--- src/rtl/wb_arbiter.sv ---
// wb_arbiter: merges pipeline and long-latency results onto one register-file write port (clk, rst, pipe_*, lu_*, we/waddr/wdata, stall_req, qaddr*/busy*)
module wb_arbiter #(
  parameter int DEPTH      = 2,
  parameter int STARVE_LIM = 4,
  parameter int AW         = 5,
  parameter int DW         = 32
) (
  input  logic          clk,
  input  logic          rst,
  input  logic          pipe_wreg,
  input  logic [AW-1:0] pipe_wd,
  input  logic [DW-1:0] pipe_wdata,
  input  logic          lu_valid,
  output logic          lu_ready,
  input  logic [AW-1:0] lu_wd,
  input  logic [DW-1:0] lu_wdata,
  output logic          we,
  output logic [AW-1:0] waddr,
  output logic [DW-1:0] wdata,
  output logic          stall_req,
  input  logic [AW-1:0] qaddr1,
  input  logic [AW-1:0] qaddr2,
  output logic          busy1,
  output logic          busy2
);
  localparam int PW = $clog2(DEPTH);
  localparam int SW = $clog2(STARVE_LIM + 1);
  localparam logic [PW:0] FULL = (PW+1)'(DEPTH);
  localparam logic [SW-1:0] LIM = SW'(STARVE_LIM);
  logic [DEPTH-1:0] valid_q, valid_d;
  logic [AW-1:0] addr_q [DEPTH];
  logic [AW-1:0] addr_d [DEPTH];
  logic [DW-1:0] data_q [DEPTH];
  logic [DW-1:0] data_d [DEPTH];
  logic [PW-1:0] wptr_q, wptr_d, rptr_q, rptr_d;
  logic [PW:0] count_q, count_d;
  logic [SW-1:0] starve_q, starve_d;
  logic we_q, we_d, stall_q, stall_d;
  logic [AW-1:0] waddr_q, waddr_d;
  logic [DW-1:0] wdata_q, wdata_d;
  logic pipe_act, acc, enq, pop;
  always_comb begin
    pipe_act = pipe_wreg && pipe_wd != '0;
    lu_ready = !rst && count_q < FULL;
    acc = lu_valid && lu_ready;
    enq = acc && lu_wd != '0;
    pop = !pipe_act && count_q != '0;
    valid_d = valid_q;
    addr_d = addr_q;
    data_d = data_q;
    wptr_d = wptr_q;
    rptr_d = rptr_q;
    busy1 = 1'b0;
    busy2 = 1'b0;
    for (int i = 0; i < DEPTH; i++) begin
      busy1 = busy1 | (valid_q[i] && addr_q[i] == qaddr1);
      busy2 = busy2 | (valid_q[i] && addr_q[i] == qaddr2);
      if (pipe_act && addr_q[i] == pipe_wd) valid_d[i] = 1'b0;
    end
    busy1 = busy1 && !rst && qaddr1 != '0;
    busy2 = busy2 && !rst && qaddr2 != '0;
    if (pop) begin
      valid_d[rptr_q] = 1'b0;
      rptr_d = rptr_q + 1'b1;
    end
    // a same-cycle pipe write to the same register is younger, so the entry is born dead
    if (enq) begin
      valid_d[wptr_q] = !(pipe_act && lu_wd == pipe_wd);
      addr_d[wptr_q] = lu_wd;
      data_d[wptr_q] = lu_wdata;
      wptr_d = wptr_q + 1'b1;
    end
    count_d = count_q + (PW+1)'(enq) - (PW+1)'(pop);
    we_d = pipe_act || (pop && valid_q[rptr_q]);
    waddr_d = pipe_act ? pipe_wd : pop ? addr_q[rptr_q] : '0;
    wdata_d = pipe_act ? pipe_wdata : pop ? data_q[rptr_q] : '0;
    starve_d = (pop || count_q == '0) ? '0 : (starve_q == LIM) ? starve_q : starve_q + 1'b1;
    stall_d = starve_d >= LIM;
  end
  always_ff @(posedge clk) begin
    if (rst) begin
      valid_q <= '0;
      wptr_q <= '0;
      rptr_q <= '0;
      count_q <= '0;
      starve_q <= '0;
      stall_q <= 1'b0;
      we_q <= 1'b0;
      waddr_q <= '0;
      wdata_q <= '0;
    end else begin
      valid_q <= valid_d;
      wptr_q <= wptr_d;
      rptr_q <= rptr_d;
      count_q <= count_d;
      starve_q <= starve_d;
      stall_q <= stall_d;
      we_q <= we_d;
      waddr_q <= waddr_d;
      wdata_q <= wdata_d;
    end
    addr_q <= addr_d;
    data_q <= data_d;
  end
  assign we = we_q;
  assign waddr = waddr_q;
  assign wdata = wdata_q;
  assign stall_req = stall_q;
endmodule

--- config.mk ---
export PLATFORM = sky130hd
export DESIGN_NAME = wb_arbiter
export DESIGN_NICKNAME = d
export VERILOG_FILES = /design/src/rtl/wb_arbiter.sv
export SDC_FILE = /design/constraint.sdc
export NUM_CORES = 1
export LEC_CHECK = 0
export ABC_AREA = 1
export CORE_UTILIZATION = 47
export CTS_CLUSTER_SIZE = 28
export DETAILED_ROUTE_END_ITERATION = 6
export GPL_TIMING_DRIVEN = 0
export MAX_ROUTING_LAYER = met4
export PLACE_DENSITY = 0.86
export SLEW_MARGIN = 10
export SYNTH_ARGS = -nofsm -noshare
export SYNTH_HDL_FRONTEND = slang
export SYNTH_SLANG_ARGS = --single-unit
--- constraint.sdc ---
create_clock -name clk -period 6.2 [get_ports clk]
set_input_delay 1.86 -clock clk [delete_from_list [all_inputs] [get_ports clk]]
set_output_delay 1.86 -clock clk [all_outputs]
set_load 0.01 [all_outputs]
==> run summary <==
fin. max-slew vios - 0
Synth Register Bits - 121
final core utilization - 68.7%
CTS Buf Count - 17
critical path class - primary input to primary output
fraction of the mapped netlist area in simple logic gates - 19.9%
Hold Crit Start - count_q[1]$_SDFF_PP0_
final hold vios - 0
Hold Crit Depth - 1
sequential share of the synthesized area - 61.5%
largest net degree at the start of global routing - 39
detailed-router iteration count before antenna repair - 5
Final nets - 766
distinct cell type count of the synthesized netlist - 27
via count - 4191
FF-to-FF setup slack - 4.30 ns
initial antenna violation count - 0
most frequent cells in the layout - 185 x nand2_1, 125 x clkdlybuf4s50_1, 74 x edfxtp_1
# IOs - 130
post-synthesis compound-gate area fraction - 9.17%
post-CTS setup buffers - 0
antenna-violating nets left - 0
final setup fails - 0
Synthesis Warnings - 0
Post-Syn Instances - 530
number of filler cells placed in the layout - 790
vias in the first global route - 4249
die area - 11400 µm²
DP Worst Slack - 0.870 ns
most common cell after layout, fill and taps aside - nand2_1
Post-Synth Adder-Cell Area - 0.973%
Reg-to-Reg Start - count_q[1]$_SDFF_PP0_
Hold EP - count_q[1]$_SDFF_PP0_
global-route wire length before repair - 19900 µm
final worst slack - 0.859 ns
R2R depth - 9
startpoint types - primary input
Rows - 37
wire per inst - 15.3 µm
I/O Buffers - 125
cts hold-fix bufs - 0
area share of xor/xnor cells in the synthesized design - 2.73%
clk_skew - 0.00526 ns
DRC Markers - 0
Seq. cell area - 3160 µm²
initial drt markers - 203
global route total overflow - 0
die width - 107 µm
Post-DP HPWL - 8750 µm
post-placement cell area - 6560 µm²
RSZ-0062 raised after global routing - false
slew margin rel. - 43.1%
Initial Util - 49.1%
Post-CTS Resized - 0
nature of the critical path endpoint - primary output
Clk pin slew, worst setup/hold paths - 0.06 ns
htree depth - 4
setup_tns - 0 ns
TritonCTS clock tree - yes
Worst EP required - 4.34 ns
syn avg cell area - 9.70 µm²
synth-to-layout area growth - 39.9%
crit path DAT - 3.48 ns
clock latency on the worst-skew pair - 0.53 ns
CTS sink cnt - 121
HP Class - flop to flop
core area - 10500 µm²
Period minus WS final - 5.34 ns
area of the multi-input gates - 1700 µm²
Max Buffers Root-to-Sink - 2
share of layout cells above drive strength 1 - 12.7%
largest family of logic cells by synthesized area - simple AND/OR/NAND/NOR gates
final period utilization - 86.2%
worst vdd ir - 232 µV
Lkg Pwr - 0.00284 µW
clock root buffer - clkbuf_8
worst slew pin tran - 0.852 ns
Antenna diodes - 0
max-cap violations - 0
f_max - 187 MHz
GPL Wtd Cong - 0.817
drt total wl - 12600 µm
RR Endpoint - count_q[1]$_SDFF_PP0_
die extent in y - 107 µm
post-route design area - 7190 µm²
via/cell ratio - 5.09
Critical Path Fanout Max - 4
gr usage total - 24.0%
post-synth net total - 622
mux cell area share after synthesis - 0.195%
Cell Pwr Density - 357 nW/µm²
Post-Syn Area - 5140 µm²
outcome - completed
-- kinds of logic after synthesis --
| family | count (synthesis) |
|---|---|
| fa+ha+maj | 4 |
| simple gates | 250 |
| compound gates | 76 |
| buf+inv | 62 |
| flops | 121 |
| mux | 1 |
| xor+xnor | 16 |
-- power breakdown --
| part | switching [µW] | total [µW] | internal [µW] |
|---|---|---|---|
| clock | 360 | 1020 | 664 |
| sequential | 30.4 | 973 | 942 |
| combinational | 331 | 569 | 238 |
-- registers in the layout, indices dropped and copies added, names as in the netlist --
name and count:
count_q 2, wdata 32, valid_q 2, rptr_q 1, we 1, data_q 64
waddr 5, addr_q 10, wptr_q 1, starve_q 3
-- worst max-delay path by stage --
stage,start,cells after the start,slack [ns],endpoint
after floorplan,qaddr2[3],5,1.88,busy2
after global placement,qaddr1[2],8,0.86,busy1
after detailed placement,qaddr1[2],8,0.87,busy1
after CTS,qaddr1[2],8,0.86,busy1
after global routing,qaddr1[2],8,0.76,busy1
final,qaddr1[2],8,0.86,busy1
-- metal layers --
layer	global-route usage [%]	up-vias	wire length (µm)
met3	6.38	25	776
met4	10.7	0	292
met2	42.2	155	6700
met1	25.2	1984	4810
met5	-	-	0
li1	-	2027	-
-- through the flow --
step	power, µW	hold WS, ns	std cells
2_1_floorplan	1330	0.444	530
3_3_place_gp	1530	0.459	791
3_5_place_dp	1550	0.474	791
4_1_cts	2580	0.486	823
5_1_grt	2680	0.530	823
6_report	2570	0.485	823
-- Yosys cell counts --
cell      instances  share of area, %
edfxtp_1         74                43
nor2_4            1              0.22
dfxtp_1          47                18
nand4_1           1              0.12
xnor2_1           2              0.34
inv_2             1             0.073
mux2i_1           1              0.19
buf_1             1             0.073
clkbuf_1         12              0.88
nor3_1            1             0.097
o21ai_0          14               1.4
o22ai_1           9               1.1
a21oi_2          20               3.4
buf_2             7              0.68
buf_6             1              0.22
o31ai_1           1              0.15
a211oi_1          1              0.15
ha_1              4              0.97
xor2_1           14               2.4
a21oi_1          31               3.0
buf_12            2              0.78
nor2_1           24               1.8
nand2_2          21               2.6
nand2_1         185                14
nand3_1          17               1.7
inv_1            37               2.7
clkbuf_2          1             0.097
-- critical path: stages --
cell	delay [ns]
clkdlybuf4s50_1	0.48
inv_1	0.09
nand2_1	0.06
o21ai_0	0.08
a21oi_1	0.12
nand3_1	0.08
a21oi_1	0.15
clkdlybuf4s50_1	0.55
-- final cells by class --
class,instances,area share [%]
clock inverter,12,2.23
multi-input combinational,347,23.6
clock buffer,20,6.51
timing repair buffer,125,17.4
buffer,24,1.95
tap,136,2.37
sequential,121,44.0
inverter,38,1.98
Note: power is estimated with default switching activity, not from simulation.
